File: src/rtl/mem_access_ctrl.sv
// MEM-stage access sequencer: steers VLD/VSD to single-cycle DMEM or to the
// multi-cycle NIC register window (req/ack handshake with optional timeout).
module mem_access_ctrl #(
  parameter int unsigned DATA_W   = 64,
  parameter int unsigned ADDR_W   = 16,
  parameter int unsigned TIMEOUT  = 64,
  parameter logic [1:0]  NIC_BASE = 2'b11
) (
  input  logic              clk,
  input  logic              reset,
  input  logic              req_memEn,
  input  logic              req_memwrEn,
  input  logic [0:ADDR_W-1] req_addr,
  input  logic [0:DATA_W-1] req_wdata,
  input  logic [0:4]        req_rD,
  output logic              stall,
  output logic              dmem_en,
  output logic              dmem_wrEn,
  output logic [0:7]        dmem_addr,
  output logic [0:DATA_W-1] dmem_din,
  input  logic [0:DATA_W-1] dmem_dout,
  output logic              nic_en,
  output logic              nic_wrEn,
  output logic [0:1]        nic_addr,
  output logic [0:DATA_W-1] nic_din,
  input  logic [0:DATA_W-1] nic_dout,
  input  logic              nic_ack,
  input  logic              err_clr,
  output logic [0:DATA_W-1] rdata,
  output logic              rdata_valid,
  output logic [0:4]        rd_tag,
  output logic              err_timeout
);

  localparam int unsigned CNT_RAW = $clog2(TIMEOUT + 1);
  localparam int unsigned CNT_W   = (CNT_RAW < 7) ? 7 : CNT_RAW;

  typedef enum logic [1:0] {
    IDLE     = 2'd0,
    NIC_REQ  = 2'd1,
    NIC_DONE = 2'd2
  } state_t;

  state_t             state;
  logic [CNT_W-1:0]   cnt;
  logic [0:4]         nic_tag;
  logic [0:DATA_W-1]  rdata_q;
  logic               dmem_pend;

  logic is_nic;
  logic dmem_go;
  logic nic_go;
  logic timeout_hit;
  logic unused_addr_bits;

  // Address decode and request qualification (requests only accepted in IDLE)
  assign is_nic      = (req_addr[0:1] == NIC_BASE);
  assign dmem_go     = (state == IDLE) && req_memEn && !is_nic;
  assign nic_go      = (state == IDLE) && req_memEn && is_nic;
  assign timeout_hit = (TIMEOUT != 0) && (cnt == CNT_W'(TIMEOUT - 1));
  assign unused_addr_bits = ^req_addr[2:ADDR_W-9];

  // Same-cycle DMEM drive and pipeline stall
  assign stall     = nic_go || (state == NIC_REQ);
  assign dmem_en   = dmem_go;
  assign dmem_wrEn = dmem_go && req_memwrEn;
  assign dmem_addr = dmem_go ? req_addr[ADDR_W-8:ADDR_W-1] : 8'd0;
  assign dmem_din  = dmem_go ? req_wdata : '0;

  // DMEM read data arrives one cycle after enable, so it bypasses the result register
  assign rdata = dmem_pend ? dmem_dout : rdata_q;

  // Access sequencer, NIC handshake, timeout counter and result registers
  always_ff @(posedge clk) begin
    if (reset) begin
      state       <= IDLE;
      cnt         <= '0;
      nic_en      <= 1'b0;
      nic_wrEn    <= 1'b0;
      nic_addr    <= 2'd0;
      nic_din     <= '0;
      nic_tag     <= 5'd0;
      rdata_q     <= '0;
      rdata_valid <= 1'b0;
      rd_tag      <= 5'd0;
      err_timeout <= 1'b0;
      dmem_pend   <= 1'b0;
    end else begin
      rdata_valid <= 1'b0;
      dmem_pend   <= 1'b0;
      if (err_clr) err_timeout <= 1'b0;
      case (state)
        IDLE: begin
          if (dmem_go && !req_memwrEn) begin
            rdata_valid <= 1'b1;
            dmem_pend   <= 1'b1;
            rd_tag      <= req_rD;
          end else if (nic_go) begin
            state    <= NIC_REQ;
            nic_en   <= 1'b1;
            nic_wrEn <= req_memwrEn;
            nic_addr <= req_addr[ADDR_W-2:ADDR_W-1];
            nic_din  <= req_wdata;
            nic_tag  <= req_rD;
            cnt      <= '0;
          end
        end
        NIC_REQ: begin
          if (cnt != '1) cnt <= cnt + CNT_W'(1);
          if (nic_ack) begin
            nic_en <= 1'b0;
            state  <= NIC_DONE;
            if (!nic_wrEn) begin
              rdata_q     <= nic_dout;
              rdata_valid <= 1'b1;
              rd_tag      <= nic_tag;
            end
          end else if (timeout_hit) begin
            nic_en      <= 1'b0;
            state       <= NIC_DONE;
            err_timeout <= 1'b1;
            if (!nic_wrEn) begin
              rdata_q     <= '0;
              rdata_valid <= 1'b1;
              rd_tag      <= nic_tag;
            end
          end
        end
        NIC_DONE: state <= IDLE;
        default:  state <= IDLE;
      endcase
    end
  end

endmodule
File: config.mk
export PLATFORM = sky130hd
export DESIGN_NAME = mem_access_ctrl
export DESIGN_NICKNAME = d
export VERILOG_FILES = /design/src/rtl/mem_access_ctrl.sv
export SDC_FILE = /design/constraint.sdc
export NUM_CORES = 1
export LEC_CHECK = 0
export CORE_AREA = 3 3 165 167
export CTS_CLUSTER_DIAMETER = 50
export DETAILED_ROUTE_END_ITERATION = 16
export DIE_AREA = 0 0 168 170
export SLEW_MARGIN = 40
export SYNTH_ARGS = -nofsm -noshare
export SYNTH_HDL_FRONTEND = slang
export SYNTH_SLANG_ARGS = --single-unit
File: constraint.sdc
create_clock -name clk -period 2.3 [get_ports clk]
set_clock_uncertainty 0.2 [all_clocks]
set_input_delay 0.575 -clock clk [delete_from_list [all_inputs] [get_ports clk]]
set_output_delay 0.575 -clock clk [all_outputs]
set_load 0.005 [all_outputs]
==> reports/qor.yml <==
status: "finished, violations left"
violations: "setup timing"
gp_congestion: 0.725
synth_cell_type_count: 39
antenna_cells: 0
ys.flop_type: "dfxtp_1"
num_io_pins: 433
p_per_area_nw_per_um2: 529
fillers: 2398
yosys.area.top_type_share_pct: 44.6
cts_tree: "built"
finalHoldViolCount: 0
antenna_found_initial: 0
dpl.cell_count: 1627
grt_pass1_vias: 7732
start_util_pct: 26.7
synth_top_cells_by_count: "nand2_1, dfxtp_1, a21oi_1"
syn_area_um2: 6910
synth_top_cell_by_area: "dfxtp_1"
cts_root_buf: "clkbuf_16"
grtUsageTotal_pct: 18.9
cp_top_family: "buffers and inverters"
coreArea_um2: 25900
cp_slowest_cell: "dfxtp_2"
r2r_start: "cnt[0]$_SDFFE_PP0P_"
drt_pass1_iterations: 5
cp_data_arrival_time_ns: 1.97
clock_path_buffers: 2
final-seq-area_um2: 3090
synth_edf_count: 0
synth_seq_area_share_pct: 44.6
end_kind: "output pin"
netlist_instances: 850
clock.fmax_mhz: 364
via_per_inst: 4.61
critPathMaxFanout: 4
worst_slack_ns: -0.448
cts.sinks: 154
wl_per_cell_um: 18.2
grt_first_pass_wirelength_mm: 43.1
stdcell_area_um2: 13800
cp_common_cell: "buf_6"
fp-row-count: 59
clk_latency_ns: 0.41
preCtsSetupSlack_ns: -0.867
drcViolationCount: 0
synthArstFlopShare_pct: 0
worst_hold_slack_ns: 0.252
drt-total-wl_mm: 31.6
irDropWorstVdd_mv: 0.322
path_cells: "nor3b_4 > a21boi_4 > buf_8 > buf_12 > buf_6 > buf_8 > buf_6 > and2_4 > buf_6"
path_class: "register to output pin"
drive_above_1_share_pct: 33.4
finalCriticalPeriod_ns: 2.75
instances_no_fill: 1735
avgSynthCellArea_um2: 8.13
hold_buffers: 0
yosys_warnings: 0
drt_iter0_markers: 479
io_buffer_count: 426
place_hpwl_mm: 19.6
setup_viol: 113
max_stage_delay_ns: 0.34
fin_crit_sh_pct: 119
cap_violations: 0
syn_to_final_growth_pct: 100
clk_pin_slew_ns: 0.07
cts-buffers-inserted: 17
placed_area_um2: 12100
die_h_um: 170
synthesis.nets: 1070
finalMaxSlewViolations: 0
startpoint: "state[1]$_SDFFE_PP0P_"
power.total_mw: 7.33
hp-class: "register to register"
via_count: 7992
overflow: 0
die-area_um2: 28600
tightest_slew_ns: 0.677
holdCritStartpoint: "nic_din[23]$_SDFFE_PP0P_"
netlist_top_cells_area: "dfxtp_1, nand2_1, mux2_2"
crit_required_ns: 1.52
multi_input_area_um2: 3870
path_buf_inv: 6
leakage_nw: 5.75
cts.htree.levels: 4
ys_ff_latch: 154
ant_nets: 0
fp.dieW_um: 168
startpoint_type: "register"
grt_max_degree: 77
yosysMostFrequentCell: "nand2_1"
rsz0062_at_grt: "yes"
maxSlewHeadroom_pct: 54.4
nets: 1607
-- per-stage QoR --
stage / TNS, ns / utilization [%]
finish: -29.92 / 53.4
global route: -37.87 / 53.4
CTS: -67.44 / 50.1
detailed placement: -97.52 / 46.8
global placement: -92.71 / 46.8
floorplan: 0 / -
-- layout make-up --
class | instances | area share [%]
clock buffer | 18 | 3.10
clock inverter | 14 | 1.34
inverter | 1 | 0.0271
multi-input combinational | 623 | 27.9
sequential | 154 | 22.3
tap | 335 | 3.03
timing repair buffer | 590 | 42.3
-- what timing repair did --
item | in CTS | in global routing
setup buffers | 7 | 53
gates resized for setup | 93 | 461
pin swaps | 2 | 23
setup endpoints to repair | 139 | 139
gates cloned | 6 | 15
-- final timing paths --
check                                   to  slack, ns  depth (start not counted)
setup / recovery              dmem_din[55]      -0.45                          9
hold / removal    nic_din[23]$_SDFFE_PP0P_       0.25                          2
setup reg to reg       cnt[0]$_SDFFE_PP0P_       0.28                          5
hold reg to reg   nic_din[23]$_SDFFE_PP0P_       0.25                          2
-- worst reg2reg max path, delay by kind of cell (launching register included) --
kind / cells / cell delay [ns]
AOI/OAI and AO/OA: 2 / 0.68
and+or+nand+nor: 2 / 0.43
adders and majority gates: 1 / 0.22
DFF: 1 / 0.37
-- cell usage in the layout, fill, tap and decap left out, types with 45 or more instances in the layout --
master	Yosys	layout
nand2_1	213	213
and2_4	0	56
dfxtp_1	154	151
buf_6	2	72
buf_4	0	93
clkdlybuf4s50_1	0	283
clkbuf_2	0	78
o21ai_0	57	57
a21oi_1	143	143
mux2_4	0	45
-- routing by layer --
metal  vias to the layer above  wire (um)  global-route usage (%)
li1                       3942          -                       -
met1                      3737      12500                    22.7
met2                       289      16300                    33.1
met3                        24       2380                    5.83
met4                         0        376                    4.45
met5                         -          0                       0
-- cell families after synthesis --
kind of cell             share of synthesized area, %
adder cells (fa/ha/maj)                         0.181
multiplexers                                     11.2
AO/OA/AOI/OAI                                    18.3
flip-flops                                       44.6
AND/OR/NAND/NOR                                  21.3
buffers and inverters                            4.47
-- where the power goes --
group	switching (mW)	total, mW	internal, mW
registers	0.0378	2.77	2.74
logic	0.571	1.60	1.03
clock network	1.22	2.96	1.74
total	1.83	7.33	5.51
-- sequential cells by signal (all words and copies together), names as in the netlist, 2 cells and up --
register and cells:
cnt 7, state 2, rd_tag 5, rdata_q 64, nic_din 64, nic_tag 5
nic_addr 2
No activity file was read; power rests on OpenSTA's default activity.
